### src/rtl/spi_ram_arbiter_pkg.sv
// Shared types and constants for the SPI/host RAM arbiter.
package spi_ram_arbiter_pkg;

  localparam int unsigned CMD_W  = 10;
  localparam int unsigned DATA_W = 8;

  localparam logic [1:0] CMD_WR_ADDR = 2'b00;
  localparam logic [1:0] CMD_WR_DATA = 2'b01;
  localparam logic [1:0] CMD_RD_ADDR = 2'b10;
  localparam logic [1:0] CMD_RD_DATA = 2'b11;

  typedef enum logic [1:0] {
    ARB_IDLE,
    ARB_ACCESS,
    ARB_RDATA
  } arb_state_e;

  typedef enum logic {
    GNT_SPI,
    GNT_HOST
  } grant_e;

  // Pending SPI data operation: read flag plus command payload
  typedef struct packed {
    logic              rd;
    logic [DATA_W-1:0] payload;
  } spi_op_t;

endpackage

### src/rtl/spi_ram_arbiter_cmd_capture.sv
// SPI command capture: rx_valid edge detect, address registers, pending data op, overrun flag.
module spi_cmd_capture
  import spi_ram_arbiter_pkg::*;
#(
  parameter int unsigned ADDR_WIDTH = 8
) (
  input  logic                  clk,
  input  logic                  rst_n,
  input  logic [CMD_W-1:0]      rx_data,
  input  logic                  rx_valid,
  input  logic                  spi_clr,
  output logic [ADDR_WIDTH-1:0] wr_addr,
  output logic [ADDR_WIDTH-1:0] rd_addr,
  output logic                  spi_pend,
  output spi_op_t               spi_op,
  output logic                  spi_overrun,
  output logic                  capture_c
);

  logic       rx_valid_d;
  logic [1:0] opcode;

  assign opcode    = rx_data[CMD_W-1:CMD_W-2];
  assign capture_c = rx_valid & ~rx_valid_d;

  // Decode each new word; a fresh capture takes priority over the arbiter's clear
  always_ff @(posedge clk or negedge rst_n) begin
    if (!rst_n) begin
      rx_valid_d  <= 1'b0;
      wr_addr     <= '0;
      rd_addr     <= '0;
      spi_pend    <= 1'b0;
      spi_op      <= '0;
      spi_overrun <= 1'b0;
    end else begin
      rx_valid_d <= rx_valid;
      if (spi_clr) spi_pend <= 1'b0;
      if (capture_c) begin
        if (spi_pend) spi_overrun <= 1'b1;
        case (opcode)
          CMD_WR_ADDR: wr_addr <= rx_data[ADDR_WIDTH-1:0];
          CMD_RD_ADDR: rd_addr <= rx_data[ADDR_WIDTH-1:0];
          default: begin
            spi_pend       <= 1'b1;
            spi_op.rd      <= (opcode == CMD_RD_DATA);
            spi_op.payload <= rx_data[DATA_W-1:0];
          end
        endcase
      end
    end
  end

endmodule

### src/rtl/spi_ram_arbiter.sv
// Round-robin arbiter sharing one single-port RAM between the SPI command path and a host port.
module spi_ram_arbiter
  import spi_ram_arbiter_pkg::*;
#(
  parameter int unsigned ADDR_WIDTH = 8
) (
  input  logic                  clk,
  input  logic                  rst_n,
  input  logic [CMD_W-1:0]      rx_data,
  input  logic                  rx_valid,
  output logic [DATA_W-1:0]     tx_data,
  output logic                  tx_valid,
  input  logic                  host_req,
  input  logic                  host_we,
  input  logic [ADDR_WIDTH-1:0] host_addr,
  input  logic [DATA_W-1:0]     host_wdata,
  output logic                  host_gnt,
  output logic                  host_rvalid,
  output logic [DATA_W-1:0]     host_rdata,
  output logic                  mem_en,
  output logic                  mem_we,
  output logic [ADDR_WIDTH-1:0] mem_addr,
  output logic [DATA_W-1:0]     mem_wdata,
  input  logic [DATA_W-1:0]     mem_rdata,
  output logic                  spi_overrun
);

  logic [ADDR_WIDTH-1:0] wr_addr;
  logic [ADDR_WIDTH-1:0] rd_addr;
  logic                  spi_pend;
  spi_op_t               spi_op;
  logic                  capture_c;
  logic                  spi_clr_c;
  logic                  spi_win_c;

  arb_state_e            state_q, state_d;
  grant_e                last_grant_q, last_grant_d;
  logic                  mem_en_d, mem_we_d, host_gnt_d, host_rvalid_d, tx_valid_d;
  logic [ADDR_WIDTH-1:0] mem_addr_d;
  logic [DATA_W-1:0]     mem_wdata_d, host_rdata_d, tx_data_d;

  spi_cmd_capture #(
    .ADDR_WIDTH (ADDR_WIDTH)
  ) u_cmd (
    .clk         (clk),
    .rst_n       (rst_n),
    .rx_data     (rx_data),
    .rx_valid    (rx_valid),
    .spi_clr     (spi_clr_c),
    .wr_addr     (wr_addr),
    .rd_addr     (rd_addr),
    .spi_pend    (spi_pend),
    .spi_op      (spi_op),
    .spi_overrun (spi_overrun),
    .capture_c   (capture_c)
  );

  // SPI wins when alone or when the host was served last
  assign spi_win_c = spi_pend && (!host_req || (last_grant_q == GNT_HOST));

  // Next state and next registered outputs
  always_comb begin
    state_d       = state_q;
    last_grant_d  = last_grant_q;
    spi_clr_c     = 1'b0;
    mem_en_d      = 1'b0;
    mem_we_d      = 1'b0;
    mem_addr_d    = mem_addr;
    mem_wdata_d   = mem_wdata;
    host_gnt_d    = 1'b0;
    host_rvalid_d = 1'b0;
    host_rdata_d  = host_rdata;
    tx_data_d     = tx_data;
    tx_valid_d    = tx_valid;
    case (state_q)
      ARB_IDLE: begin
        if (spi_pend || host_req) begin
          state_d  = ARB_ACCESS;
          mem_en_d = 1'b1;
          if (spi_win_c) begin
            last_grant_d = GNT_SPI;
            spi_clr_c    = 1'b1;
            mem_we_d     = ~spi_op.rd;
            mem_addr_d   = spi_op.rd ? rd_addr : wr_addr;
            mem_wdata_d  = spi_op.payload;
          end else begin
            last_grant_d = GNT_HOST;
            host_gnt_d   = 1'b1;
            mem_we_d     = host_we;
            mem_addr_d   = host_addr;
            mem_wdata_d  = host_wdata;
          end
        end
      end
      ARB_ACCESS: state_d = mem_we ? ARB_IDLE : ARB_RDATA;
      ARB_RDATA: begin
        state_d = ARB_IDLE;
        if (last_grant_q == GNT_SPI) begin
          tx_data_d  = mem_rdata;
          tx_valid_d = 1'b1;
        end else begin
          host_rdata_d  = mem_rdata;
          host_rvalid_d = 1'b1;
        end
      end
      default: state_d = ARB_IDLE;
    endcase
    // A new SPI word makes any previous read response stale
    if (capture_c) tx_valid_d = 1'b0;
  end

  // State and output registers
  always_ff @(posedge clk or negedge rst_n) begin
    if (!rst_n) begin
      state_q      <= ARB_IDLE;
      last_grant_q <= GNT_HOST;
      mem_en       <= 1'b0;
      mem_we       <= 1'b0;
      mem_addr     <= '0;
      mem_wdata    <= '0;
      host_gnt     <= 1'b0;
      host_rvalid  <= 1'b0;
      host_rdata   <= '0;
      tx_data      <= '0;
      tx_valid     <= 1'b0;
    end else begin
      state_q      <= state_d;
      last_grant_q <= last_grant_d;
      mem_en       <= mem_en_d;
      mem_we       <= mem_we_d;
      mem_addr     <= mem_addr_d;
      mem_wdata    <= mem_wdata_d;
      host_gnt     <= host_gnt_d;
      host_rvalid  <= host_rvalid_d;
      host_rdata   <= host_rdata_d;
      tx_data      <= tx_data_d;
      tx_valid     <= tx_valid_d;
    end
  end

endmodule

### config.mk
export PLATFORM = sky130hd
export DESIGN_NAME = spi_ram_arbiter
export DESIGN_NICKNAME = d
export VERILOG_FILES = /design/src/rtl/spi_ram_arbiter_pkg.sv /design/src/rtl/spi_ram_arbiter_cmd_capture.sv /design/src/rtl/spi_ram_arbiter.sv
export SDC_FILE = /design/constraint.sdc
export NUM_CORES = 1
export LEC_CHECK = 0
export CORE_MARGIN = 3
export CORE_UTILIZATION = 45
export DETAILED_ROUTE_END_ITERATION = 12
export GPL_TIMING_DRIVEN = 0
export MAX_ROUTING_LAYER = met4
export PLACE_DENSITY_LB_ADDON = 0.05
export SKIP_CTS_REPAIR_TIMING = 1
export SLEW_MARGIN = 20
export SYNTH_ARGS = -nofsm -noshare
export SYNTH_HDL_FRONTEND = slang
export SYNTH_SLANG_ARGS = --single-unit
### constraint.sdc
create_clock -name clk -period 2.89 [get_ports clk]
set_clock_uncertainty 0.2 [all_clocks]
set_input_delay 0.289 -clock clk [delete_from_list [all_inputs] [get_ports clk]]
set_output_delay 0.289 -clock clk [all_outputs]
set_load 0.005 [all_outputs]
=== Word-level counts from Yosys, hierarchy flattened ===
Cells that the tools add are included.

* Register bits: 68
* Bits of input ports: 39
* Output and inout port bits: 38

* Eq/ne operators: 6
* Multiplexer cells: 25
* Bitwise logic cells: 5
* Reduce and logical (&&, ||, !) cells: 16

{| class="wikitable"
|+ Operators by type and width
! kind !! number
|-
| two-way mux 8 bit || 3
|-
| two-way mux 1 bit || 19
|-
| AND reduction 2 bit || 8
|-
| equality test 2 bit (second input constant) || 3
|-
| logical NOT 2 bit || 2
|-
| two-way mux 2 bit || 2
|-
| inequality test 2 bit (second input constant) || 2
|-
| NOT 1 bit || 4
|-
| case mux 2 bit (2 select lines) || 1
|-
| equality test 2 x 1 -> 1 bit (second input constant) || 1
|-
| logical OR 1 bit || 2
|-
| nonzero test 2 bit || 1
|-
| OR reduction 2 bit || 1
|-
| AND 1 bit || 1
|-
| logical AND 1 bit || 1
|-
| logical NOT 1 bit || 1
|}

=== Depth between registers and ports, before layout ===
* Word-level depth: 9
* Gate-level depth with buffers: 5

=== Hierarchy ===
Synthesis repeated with hierarchy kept, for this count alone.

* Cell total of the unflattened synthesis: 224
* Area total of the unflattened synthesis: 2854.0 um^2

{| class="wikitable"
|+ By module, submodules not included
! module !! times used !! cells each !! area an instance (um^2) !! seq. area each (um^2)
|-
| spi_ram_arbiter || 1 || 162 || 1793.0 || 1002.2
|-
| spi_cmd_capture || 1 || 62 || 1061.0 || 700.7
|}

=== Worst setup path after synthesis ===
No wires, ideal clock.

* Kind: reg2reg
* From: register u_cmd.rx_valid_d
* To: register u_cmd.wr_addr[0]
* Setup time: 125 ps
* Data arrival time: 1237 ps
* Data required time: 2565 ps
* Slack: 1328 ps
* Stages on the path, launching flop included: 4
* Path buffers: 0
* Cells stage by stage: dfrtp_1 nor2b_2 nor3b_4 mux2_2

* Cells in the longest elaborated chain, start to end: 3

{| class="wikitable"
|+ RTL lines
! item !! line !! RTL
|-
| start, declared || spi_ram_arbiter_cmd_capture.sv:20 || <nowiki>logic rx_valid_d;</nowiki>
|-
| start signal, assigned || spi_ram_arbiter_cmd_capture.sv:36 || <nowiki>rx_valid_d <= rx_valid;</nowiki>
|-
| NOT 1 bit || spi_ram_arbiter_cmd_capture.sv:24 || <nowiki>assign capture_c = rx_valid & ~rx_valid_d;</nowiki>
|-
| AND 1 bit || spi_ram_arbiter_cmd_capture.sv:24 ||
|-
| AND reduction 2 bit (no line) || n/a ||
|-
| end signal, assigned || spi_ram_arbiter_cmd_capture.sv:41 || <nowiki>CMD_WR_ADDR: wr_addr <= rx_data[ADDR_WIDTH-1:0];</nowiki>
|-
| end, declared || spi_ram_arbiter_cmd_capture.sv:12 || <nowiki>output logic [ADDR_WIDTH-1:0] wr_addr,</nowiki>
|}

No other way between the ends.
A chain may end at the register's enable or synchronous reset.

=== Worst setup path in the final report ===
* From: register last_grant_q
* To: register mem_addr[5]

* Cells in the longest elaborated chain, start to end: 3

{| class="wikitable"
|+ RTL lines
! item !! line !! RTL
|-
| start, declared || spi_ram_arbiter.sv:37 || <nowiki>grant_e last_grant_q, last_grant_d;</nowiki>
|-
| start signal, assigned || spi_ram_arbiter.sv:128 || <nowiki>last_grant_q <= last_grant_d;</nowiki>
|-
| logical OR 1 bit || spi_ram_arbiter.sv:59 || <nowiki>assign spi_win_c = spi_pend && (!host_req || (last_grant_q == GNT_HOST));</nowiki>
|-
| logical AND 1 bit || spi_ram_arbiter.sv:59 ||
|-
| two-way mux 8 bit || spi_ram_arbiter.sv:80 || <nowiki>if (spi_win_c) begin</nowiki>
|-
| end signal, assigned || spi_ram_arbiter.sv:131 || <nowiki>mem_addr <= mem_addr_d;</nowiki>
|-
| end, declared || spi_ram_arbiter.sv:22 || <nowiki>output logic [ADDR_WIDTH-1:0] mem_addr,</nowiki>
|}

No other way between the ends.

==> results.cfg <==
[logic_synthesis]
synth_flop_cell = sky130_fd_sc_hd__dfrtp_1
synth_edf_count = 0
net_count_of_the_mapped_netlist = 261
yosys.area.top_type = sky130_fd_sc_hd__dfrtp_1
synth_async_reset_ratio_pct = 100
synth_sequential_area_ratio_pct = 59.7
total_of_flip_flops_plus_latches_after_synthesis = 68
synthCells = 222
yosys_warnings = 0
synth_common_cells = sky130_fd_sc_hd__dfrtp_1, sky130_fd_sc_hd__mux2_2, sky130_fd_sc_hd__a21oi_1
mean_instance_size_in_the_synthesized_netlist_sq_um = 12.8
post_synth_main_area_contributors = sky130_fd_sc_hd__dfrtp_1, sky130_fd_sc_hd__mux2_2, sky130_fd_sc_hd__a21oi_1, sky130_fd_sc_hd__o21ai_0, sky130_fd_sc_hd__a2111oi_0
synth_cell_types = 30
synth_area_sq_um = 2850
yosys.cell_count.top_type = sky130_fd_sc_hd__dfrtp_1
netlist.area_leader.share_pct = 58.8

[setup_path]
slowest_stage_cell_cp = sky130_fd_sc_hd__a2111oi_0
path_depth = 4
worst-endpoint-arrival_ns = 2.06
worst-setup-path-type = flop to flop
cp.buffers_inverters = 1
worst_r2r_path_cells = 4
sort_of_element_at_the_start_of_the_critical_path = flop
critical_path_cell_sequence = nor2b_1 -> buf_2 -> a2111oi_0 -> o31ai_1
crit_path_max_fanout = 10
cp_top_family = compound AO/OA/AOI/OAI gates
worstSetupEndpointType = flop
crit_path_max_incr_delay_ns = 0.77
critical_path_required_ns = 2.89

[sta]
finalSetupViolations = 0
worst_slack_ns = 0.827
grt_setup_unrepaired = false
tightest_pin_transition_ns = 0.844
period_utilisation_layout_pct = 71.4
post-route-min-period_ns = 2.06
slew_headroom_pct = 42.3
slew_violations = 0
max_freq_ghz = 0.485
hold_slack_ns = 0.184
hold_viol_final = 0

[clock_network]
root_buffer = sky130_fd_sc_hd__clkbuf_8
clk_transition_reported_paths_ns = 0.08
cts-htree-levels = 3
cts.sink_count = 68
cts_inserted_buffers = 9
clk_latency_ns = 0.33
cts-root-to-sink-buffers = 2
tritoncts = done

[grt]
grt_pass1_vias = 2129
wire_length_of_the_first_global_routing_pass_mm = 10.8
global_route.overflow_total = 0
global_route.usage.total_pct = 19.9
antenna_found_initial = 0
grt_start_max_net_pins = 51

[final_layout]
antennaDiodeCount = 0
area.growth.synth_to_final_pct = 37.7
drive_above_1_share_pct = 22.2
finalNetCount = 350
post_layout_nonfiller_instances = 390

[floorplanning]
core_area_sq_um = 6030
num_io_pins = 77
initial_core_util_pct = 47.3
die-area_sq_um = 7320
chipHeight_um = 85.6
floorplan.rows = 28
die_w_um = 85.6

[power_and_ir_drop]
power.leakage_nw = 1.62
power.switching_w = 0.00112
power_density_cells_nw_per_um2 = 942
p_total_w = 0.00370
power_frac_seq_pct = 40.8
internal_portion_of_total_power_w = 0.00258
power_switching_share_pct = 30.3
share_comb_of_total_power_pct = 38.7
ir_drop_mv = 0.536
clkPwrFrac_pct = 20.5

[hold_path]
hold_path.class = primary input to asynchronous set/reset pin

[routing]
number_of_nets_still_failing_antenna_checks_after_routing = 0
dr_total_vias = 2110
drt-initial-drc-count = 152
wirelength_mm = 6.56
drt-wirelength-per-cell_um = 16.8
drt_pre_antenna_iters = 4
detail_route.vias_per_cell = 5.41
drc_errors = 0

[place]
placed_cells_incl_taps = 374
port_buffers = 76
gpl.final_weighted_congestion = 0.831
dp.final_hpwl_mm = 4.69
dpl_worst_slack_ns = 0.640

[run]
maxCapViolCount = 0

[status]
status = completed
==> cells in the final DEF, fill, tap and decap left out, types with 2 or more instances in the layout <==
master / count
sky130_fd_sc_hd__buf_4: 2
sky130_fd_sc_hd__a21oi_1: 19
sky130_fd_sc_hd__mux2_2: 41
sky130_fd_sc_hd__or2_2: 2
sky130_fd_sc_hd__nor3b_4: 2
sky130_fd_sc_hd__clkbuf_8: 11
sky130_fd_sc_hd__nand3_1: 8
sky130_fd_sc_hd__dfrtp_1: 67
sky130_fd_sc_hd__inv_1: 3
sky130_fd_sc_hd__nor2_1: 3
sky130_fd_sc_hd__a2111oi_0: 8
sky130_fd_sc_hd__clkbuf_1: 9
sky130_fd_sc_hd__nor2b_1: 9
sky130_fd_sc_hd__buf_2: 4
sky130_fd_sc_hd__clkdlybuf4s50_1: 75
sky130_fd_sc_hd__a31oi_1: 9
sky130_fd_sc_hd__nand2_1: 2
sky130_fd_sc_hd__o31ai_1: 8
sky130_fd_sc_hd__o21ai_0: 17
==> stage by stage <==
step	cell area, sq um	TNS [ns]	util (%)
after floorplan	2850	0	-
after global placement	3700	-64.47	61.5
after detailed placement	3730	0	61.9
after CTS	3910	0	65.0
after global routing	3920	0	65.1
final	3920	0	65.1
==> final timing paths <==
path	startpoint	endpoint	slack, ns
setup / recovery	last_grant_q$_DFFE_PN1P_	mem_addr[5]$_DFFE_PN0P_	0.83
hold / removal	rst_n	tx_data[2]$_DFFE_PN0P_	0.18
setup reg to reg	last_grant_q$_DFFE_PN1P_	mem_addr[5]$_DFFE_PN0P_	0.83
hold reg to reg	mem_we$_DFF_PN0_	state_q[1]$_DFFE_PN0P_	0.23
max in group asynchronous	rst_n	last_grant_q$_DFFE_PN1P_	1.74
min in group clk	rx_valid	u_cmd.rx_valid_d$_DFF_PN0_	0.22
==> power groups by stage <==
| stage | registers, W | clock network, W | logic, W |
|---|---|---|---|
| final | 0.00151 | 0.000757 | 0.00143 |
| after global placement | 0.00151 | 0 | 0.00142 |
| after detailed placement | 0.00153 | 0 | 0.00144 |
| after CTS | 0.00151 | 0.000768 | 0.00145 |
| after global routing | 0.00156 | 0.000808 | 0.00157 |
| after floorplan | 0.00152 | 0 | 0.000662 |
==> sequential cells by signal, summed over array words and instances, names as in the netlist <==
| register | cells |
|---|---|
| u_cmd.wr_addr | 8 |
| mem_wdata | 8 |
| u_cmd.rx_valid_d | 1 |
| u_cmd.spi_overrun | 1 |
| mem_en | 1 |
| last_grant_q | 1 |
| mem_addr | 8 |
| u_cmd.spi_op | 9 |
| tx_data | 8 |
| state_q | 2 |
| tx_valid | 1 |
| host_rdata | 8 |
| host_rvalid | 1 |
| u_cmd.spi_pend | 1 |
| mem_we | 1 |
| u_cmd.rd_addr | 8 |
| host_gnt | 1 |
==> final cells by class <==
cell class                 count  area [sq um]
tap                           75          93.8
sequential                    68          1700
clock inverter                 2          35.0
inverter                       4          15.0
buffer                        12          63.8
timing repair buffer          78           796
clock buffer                  13           149
fill                         505          2100
multi-input combinational    138          1070
==> logic make-up (layout without fill, tap and decap cells) <==
logic type / count (synthesis) / after routing / synth area share, %
flip-flops: 68 / 68 / 59.7
AO/OA/AOI/OAI: 63 / 63 / 13.3
multiplexers: 41 / 41 / 16.2
AND/OR/NAND/NOR: 34 / 34 / 7.99
buffers and inverters: 16 / 109 / 2.77
==> routing by layer <==
metal / vias up / GRT usage (%) / wire [um]
met1: 1039 / 27.2 / 3110
met3: 16 / 4.13 / 297
met2: 60 / 28.3 / 3000
met5: - / - / 0
met4: 0 / 9.50 / 152
li1: 995 / - / -
(Power assumes the default switching activity.)
